[src/rtl/inst_encoder.sv]
// inst_encoder: packs decoded RV64 I-type / S-type fields and a sign-extended
// immediate into a 32-bit instruction word. Out-of-range immediates are
// dropped and counted. Legal words are queued in a 2-entry FIFO, each tagged
// with a sequential instruction-memory word address.
module inst_encoder #(
    parameter int ADDR_W = 8
) (
    input  logic              clk,
    input  logic              rst_n,
    input  logic              clear,
    input  logic              in_valid,
    output logic              in_ready,
    input  logic [1:0]        in_fmt,
    input  logic [4:0]        in_rd,
    input  logic [4:0]        in_rs1,
    input  logic [4:0]        in_rs2,
    input  logic [2:0]        in_funct3,
    input  logic [63:0]       in_imm,
    output logic              out_valid,
    input  logic              out_ready,
    output logic [31:0]       out_inst,
    output logic [ADDR_W-1:0] out_addr,
    output logic              err_range,
    output logic [7:0]        drop_cnt
);

    localparam logic [6:0] OP_LOAD  = 7'b0000011;
    localparam logic [6:0] OP_ALUI  = 7'b0010011;
    localparam logic [6:0] OP_JALR  = 7'b1100111;
    localparam logic [6:0] OP_STORE = 7'b0100011;

    // Build the instruction word for one request; JALR always uses funct3 000.
    function automatic logic [31:0] f_encode(
        input logic [1:0]  fmt,
        input logic [4:0]  rd,
        input logic [4:0]  rs1,
        input logic [4:0]  rs2,
        input logic [2:0]  funct3,
        input logic [11:0] imm12
    );
        logic [31:0] word;
        case (fmt)
            2'd0:    word = {imm12, rs1, funct3, rd, OP_LOAD};
            2'd1:    word = {imm12, rs1, funct3, rd, OP_ALUI};
            2'd2:    word = {imm12, rs1, 3'b000, rd, OP_JALR};
            2'd3:    word = {imm12[11:5], rs2, rs1, funct3, imm12[4:0], OP_STORE};
            default: word = 32'd0;
        endcase
        return word;
    endfunction

    // The immediate fits in 12 signed bits iff bits 63..11 are all equal.
    function automatic logic f_imm_legal(input logic [63:0] imm);
        return (&imm[63:11]) | ~(|imm[63:11]);
    endfunction

    // FIFO storage and bookkeeping
    logic [31:0]       r_inst0, r_inst1;
    logic [ADDR_W-1:0] r_addr0, r_addr1;
    logic              r_wptr, r_rptr;
    logic [1:0]        r_count;
    logic [ADDR_W-1:0] r_addr_cnt;
    logic              r_err;
    logic [7:0]        r_drop;
    logic              r_out_valid;
    logic              r_in_ready;
    logic [31:0]       r_out_inst;
    logic [ADDR_W-1:0] r_out_addr;

    // Next-state values
    logic              w_accept, w_legal, w_push, w_drop, w_pop;
    logic [31:0]       w_enc;
    logic [31:0]       w_inst0_next, w_inst1_next;
    logic [ADDR_W-1:0] w_addr0_next, w_addr1_next;
    logic              w_wptr_next, w_rptr_next;
    logic [1:0]        w_count_next;
    logic [ADDR_W-1:0] w_addr_cnt_next;
    logic              w_err_next;
    logic [7:0]        w_drop_next;

    // Handshake decode, FIFO update and error bookkeeping; clear overrides all.
    always_comb begin
        w_accept        = in_valid & r_in_ready;
        w_legal         = f_imm_legal(in_imm);
        w_push          = w_accept & w_legal & ~clear;
        w_drop          = w_accept & ~w_legal & ~clear;
        w_pop           = r_out_valid & out_ready & ~clear;
        w_enc           = f_encode(in_fmt, in_rd, in_rs1, in_rs2, in_funct3, in_imm[11:0]);
        w_inst0_next    = r_inst0;
        w_inst1_next    = r_inst1;
        w_addr0_next    = r_addr0;
        w_addr1_next    = r_addr1;
        w_wptr_next     = r_wptr;
        w_rptr_next     = r_rptr;
        w_count_next    = r_count;
        w_addr_cnt_next = r_addr_cnt;
        w_err_next      = r_err;
        w_drop_next     = r_drop;

        if (clear) begin
            w_wptr_next     = 1'b0;
            w_rptr_next     = 1'b0;
            w_count_next    = 2'd0;
            w_addr_cnt_next = {ADDR_W{1'b0}};
            w_err_next      = 1'b0;
            w_drop_next     = 8'd0;
        end else begin
            if (w_push) begin
                if (r_wptr) begin
                    w_inst1_next = w_enc;
                    w_addr1_next = r_addr_cnt;
                end else begin
                    w_inst0_next = w_enc;
                    w_addr0_next = r_addr_cnt;
                end
                w_wptr_next     = ~r_wptr;
                w_addr_cnt_next = r_addr_cnt + {{(ADDR_W-1){1'b0}}, 1'b1};
            end else begin
                w_wptr_next     = r_wptr;
            end

            if (w_pop) begin
                w_rptr_next = ~r_rptr;
            end else begin
                w_rptr_next = r_rptr;
            end

            case ({w_push, w_pop})
                2'b10:   w_count_next = r_count + 2'd1;
                2'b01:   w_count_next = r_count - 2'd1;
                default: w_count_next = r_count;
            endcase

            if (w_drop) begin
                w_err_next = 1'b1;
                if (r_drop != 8'd255) begin
                    w_drop_next = r_drop + 8'd1;
                end else begin
                    w_drop_next = r_drop;
                end
            end else begin
                w_err_next  = r_err;
                w_drop_next = r_drop;
            end
        end
    end

    // State registers; head-of-FIFO outputs are registered from next state.
    always_ff @(posedge clk or negedge rst_n) begin
        if (!rst_n) begin
            r_inst0     <= 32'd0;
            r_inst1     <= 32'd0;
            r_addr0     <= {ADDR_W{1'b0}};
            r_addr1     <= {ADDR_W{1'b0}};
            r_wptr      <= 1'b0;
            r_rptr      <= 1'b0;
            r_count     <= 2'd0;
            r_addr_cnt  <= {ADDR_W{1'b0}};
            r_err       <= 1'b0;
            r_drop      <= 8'd0;
            r_out_valid <= 1'b0;
            r_in_ready  <= 1'b1;
            r_out_inst  <= 32'd0;
            r_out_addr  <= {ADDR_W{1'b0}};
        end else begin
            r_inst0     <= w_inst0_next;
            r_inst1     <= w_inst1_next;
            r_addr0     <= w_addr0_next;
            r_addr1     <= w_addr1_next;
            r_wptr      <= w_wptr_next;
            r_rptr      <= w_rptr_next;
            r_count     <= w_count_next;
            r_addr_cnt  <= w_addr_cnt_next;
            r_err       <= w_err_next;
            r_drop      <= w_drop_next;
            r_out_valid <= (w_count_next != 2'd0);
            r_in_ready  <= (w_count_next != 2'd2);
            r_out_inst  <= w_rptr_next ? w_inst1_next : w_inst0_next;
            r_out_addr  <= w_rptr_next ? w_addr1_next : w_addr0_next;
        end
    end

    assign in_ready  = r_in_ready;
    assign out_valid = r_out_valid;
    assign out_inst  = r_out_inst;
    assign out_addr  = r_out_addr;
    assign err_range = r_err;
    assign drop_cnt  = r_drop;

endmodule

[config.mk]
export PLATFORM = sky130hd
export DESIGN_NAME = inst_encoder
export DESIGN_NICKNAME = d
export VERILOG_FILES = /design/src/rtl/inst_encoder.sv
export SDC_FILE = /design/constraint.sdc
export NUM_CORES = 1
export LEC_CHECK = 0
export ABC_AREA = 1
export BUFFER_PORTS_ARGS = -buffer_cell sky130_fd_sc_hd__buf_2
export CAP_MARGIN = 20
export CORE_UTILIZATION = 59
export CTS_CLUSTER_DIAMETER = 80
export DETAILED_ROUTE_END_ITERATION = 8
export PLACE_DENSITY = 0.91
export SLEW_MARGIN = 10
export SYNTH_ARGS = -nofsm -noshare
export SYNTH_HDL_FRONTEND = slang
export SYNTH_SLANG_ARGS = --single-unit
[constraint.sdc]
create_clock -name clk -period 3.9 [get_ports clk]
set_clock_uncertainty 0.1 [all_clocks]
set_input_delay 0.585 -clock clk [delete_from_list [all_inputs] [get_ports clk]]
set_output_delay 0.585 -clock clk [all_outputs]
set_load 0.03 [all_outputs]
==> results.cfg <==
[drt]
dr_total_vias = 7111
antenna_left = 0
drc = 0
routed_wl_um = 18100
drtIter0Drc = 676
drt_pass1_iterations = 5
vias_per_cell = 5.59
wire_per_inst_um = 14.2

[global_route]
grt_pass1_wl_um = 30300
grt_use_met3_pct = 6.53
grt_max_degree = 92
busiest_layer = met2
first_global_vias = 6610
grt_usage_pct = 29.9
gr-usage-met1_pct = 37.6
grt_overflow = 0
antenna_found_initial = 0
use_met2_pct = 49.2

[floorplan]
dieArea_um2 = 12800
row_count = 40
core_um2 = 12000
pin_count = 140
initial_utilization_pct = 60.7
die-width_um = 113
die_h_um = 113

[critical_path]
end_kind = flip-flop
cp_num_cells = 7
crit_type = reg2reg
crit_start = in_ready$_DFF_PN1_
critPathMaxStageDelay_ps = 580
crit_top_cell = nand2_1
cp-start-kind = flip-flop
cp_cell_sequence = nand2_1 > inv_2 > buf_4 > nand2_1 > nand2_1 > nand3_1 > o21ai_0
worst_ep_required_time_ps = 4140
cp_max_fo = 54
worst_path_max_delay_cell = buf_4
arrival_ps = 2780
path_buf_inv = 2
crit_family = buffers and inverters
r2r_cells = 7
r2r-start = in_ready$_DFF_PN1_

[logic_synthesis]
synth_area_um2 = 7290
synthArstFlopShare_pct = 100
syn_area_per_cell_um2 = 7.27
synth-main-ff-cell = dfrtp_1
synth_top_area_share_pct = 48.8
syn_inst = 1002
synth_nets = 1094
ys_types = 28
synth_edf_count = 0
synth_largest_area_cell = dfrtp_1
synth_area_leaders = dfrtp_1, nand2_1, nand4_1, o21ai_0, nor2_1
ys_seq_area_share_pct = 49.1
yosysWarnings = 0
ys_seq_elements = 143

[place]
place_congestion = 0.812
port_buffers = 139
placed_cell_area_um2 = 7990
dp_hpwl_um = 11000
post-place-ws_ps = 1030
dp_cells = 1239

[layout]
areaGrowthSynthToFinish_pct = 18.2
fin_util_pct = 71.7
drive_gt1_share_pct = 17.0
finalNonFillerCells = 1272
mostFrequentLayoutCell = nand2_1
num_antenna_cells = 0
final_nets = 1204
final_area_um2 = 8610
final_cell_mix = nand2_1, dfrtp_1, buf_2

[sta]
holdWs_ps = 131
fin_ws_ps = 1360
slew_headroom_pct = 44.2
tns_ps = 0
finalCritPeriodShare_pct = 65.1
fin_crit_ps = 2540
final_max_slew_viol_count = 0
rsz0062_at_grt = no
finalSetupViolCount = 0
finalHoldViolCount = 0
tightest_slew_ps = 836
timing.fmax_ghz = 0.394

[clocking]
cts_made_buffers = 17
cts-root-buf = clkbuf_16
cts_setup_buffers = 0
clock_tree.buffer_depth = 2
cts-htree-levels = 4
clkTransAtPathRegs_ps = 60
cts_hold_buf = 0
insertion_delay_ps = 430
cts_repair_resize_count = 0
clock_sinks = 143
cts_tree = done

[pwr]
total_power_mw = 3.32
p_per_area_nw_per_um2 = 386
p_leak_nw = 4.87
irDropWorstVdd_mv = 0.272

[outcome]
status = completed

[hold_path]
worstHoldPathType = in2async

[run]
max_cap_violations = 0
-- worst paths after layout --
path,to,slack [ps]
setup / recovery,r_addr_cnt[1]$_DFFE_PN0P_,1360
min in group clk,r_inst0[1]$_DFF_PN0_,370
hold reg to reg,r_inst0[1]$_DFF_PN0_,370
max in group asynchronous,r_inst1[29]$_DFF_PN0_,2750
hold / removal,r_addr1[4]$_DFF_PN0_,130
setup reg to reg,r_addr_cnt[1]$_DFFE_PN0P_,1360
-- cell type report --
cell class	count	area [µm²]
clock buffer	22	464
clock inverter	10	136
fill	917	3400
inverter	48	180
multi-input combinational	749	3250
sequential	143	3580
tap	147	184
timing repair buffer	153	820
-- report_power, final --
part | switching (mW) | internal, mW | total (mW)
Sequential | 0.00485 | 1.49 | 1.49
Clock | 0.604 | 1.04 | 1.64
Combinational | 0.129 | 0.0601 | 0.189
Total | 0.738 | 2.59 | 3.32
-- kinds of logic (layout without fill, tap and decap cells) --
logic type / after synthesis / in the layout / share of synthesized area, %
adders and majority gates: 3 / 3 / 0.515
and+or+nand+nor: 669 / 669 / 38.1
buffers and inverters: 110 / 233 / 6.35
AOI/OAI and AO/OA: 67 / 67 / 4.67
xor gates and xnor gates: 9 / 9 / 1.08
muxes: 1 / 1 / 0.137
DFF: 143 / 143 / 49.1
-- layer usage --
metal / share of wire (%) / vias up
met5: 0 / -
met4: 2.8 / 0
met3: 6.3 / 51
met2: 49 / 327
met1: 42 / 3311
li1: - / 3422
-- worst reg2reg max path, cell delays in order, from the launching register on --
cell and delay [ps]:
dfstp_2 530, nand2_1 80, inv_2 390, buf_4 580, nand2_1 210, nand2_1 310
nand3_1 130, o21ai_0 110
-- cells in the mapped netlist, types with 4 or more instances --
library cell / number
nand2_1: 487
dfrtp_1: 142
nand4_1: 86
nor2_1: 67
o21ai_0: 59
inv_1: 47
clkbuf_1: 37
nand3_1: 18
buf_1: 11
xor2_1: 8
buf_2: 7
a21oi_1: 5
buf_6: 4
nor3_1: 4
-- state kept, by name, indices dropped and copies added (netlist names), 2 cells and up --
name / cells
out_inst: 32
r_inst0: 32
r_inst1: 32
drop_cnt: 8
out_addr: 8
r_addr0: 8
r_addr1: 8
r_addr_cnt: 8
r_count: 2
Note: power is estimated with default switching activity, not from simulation.
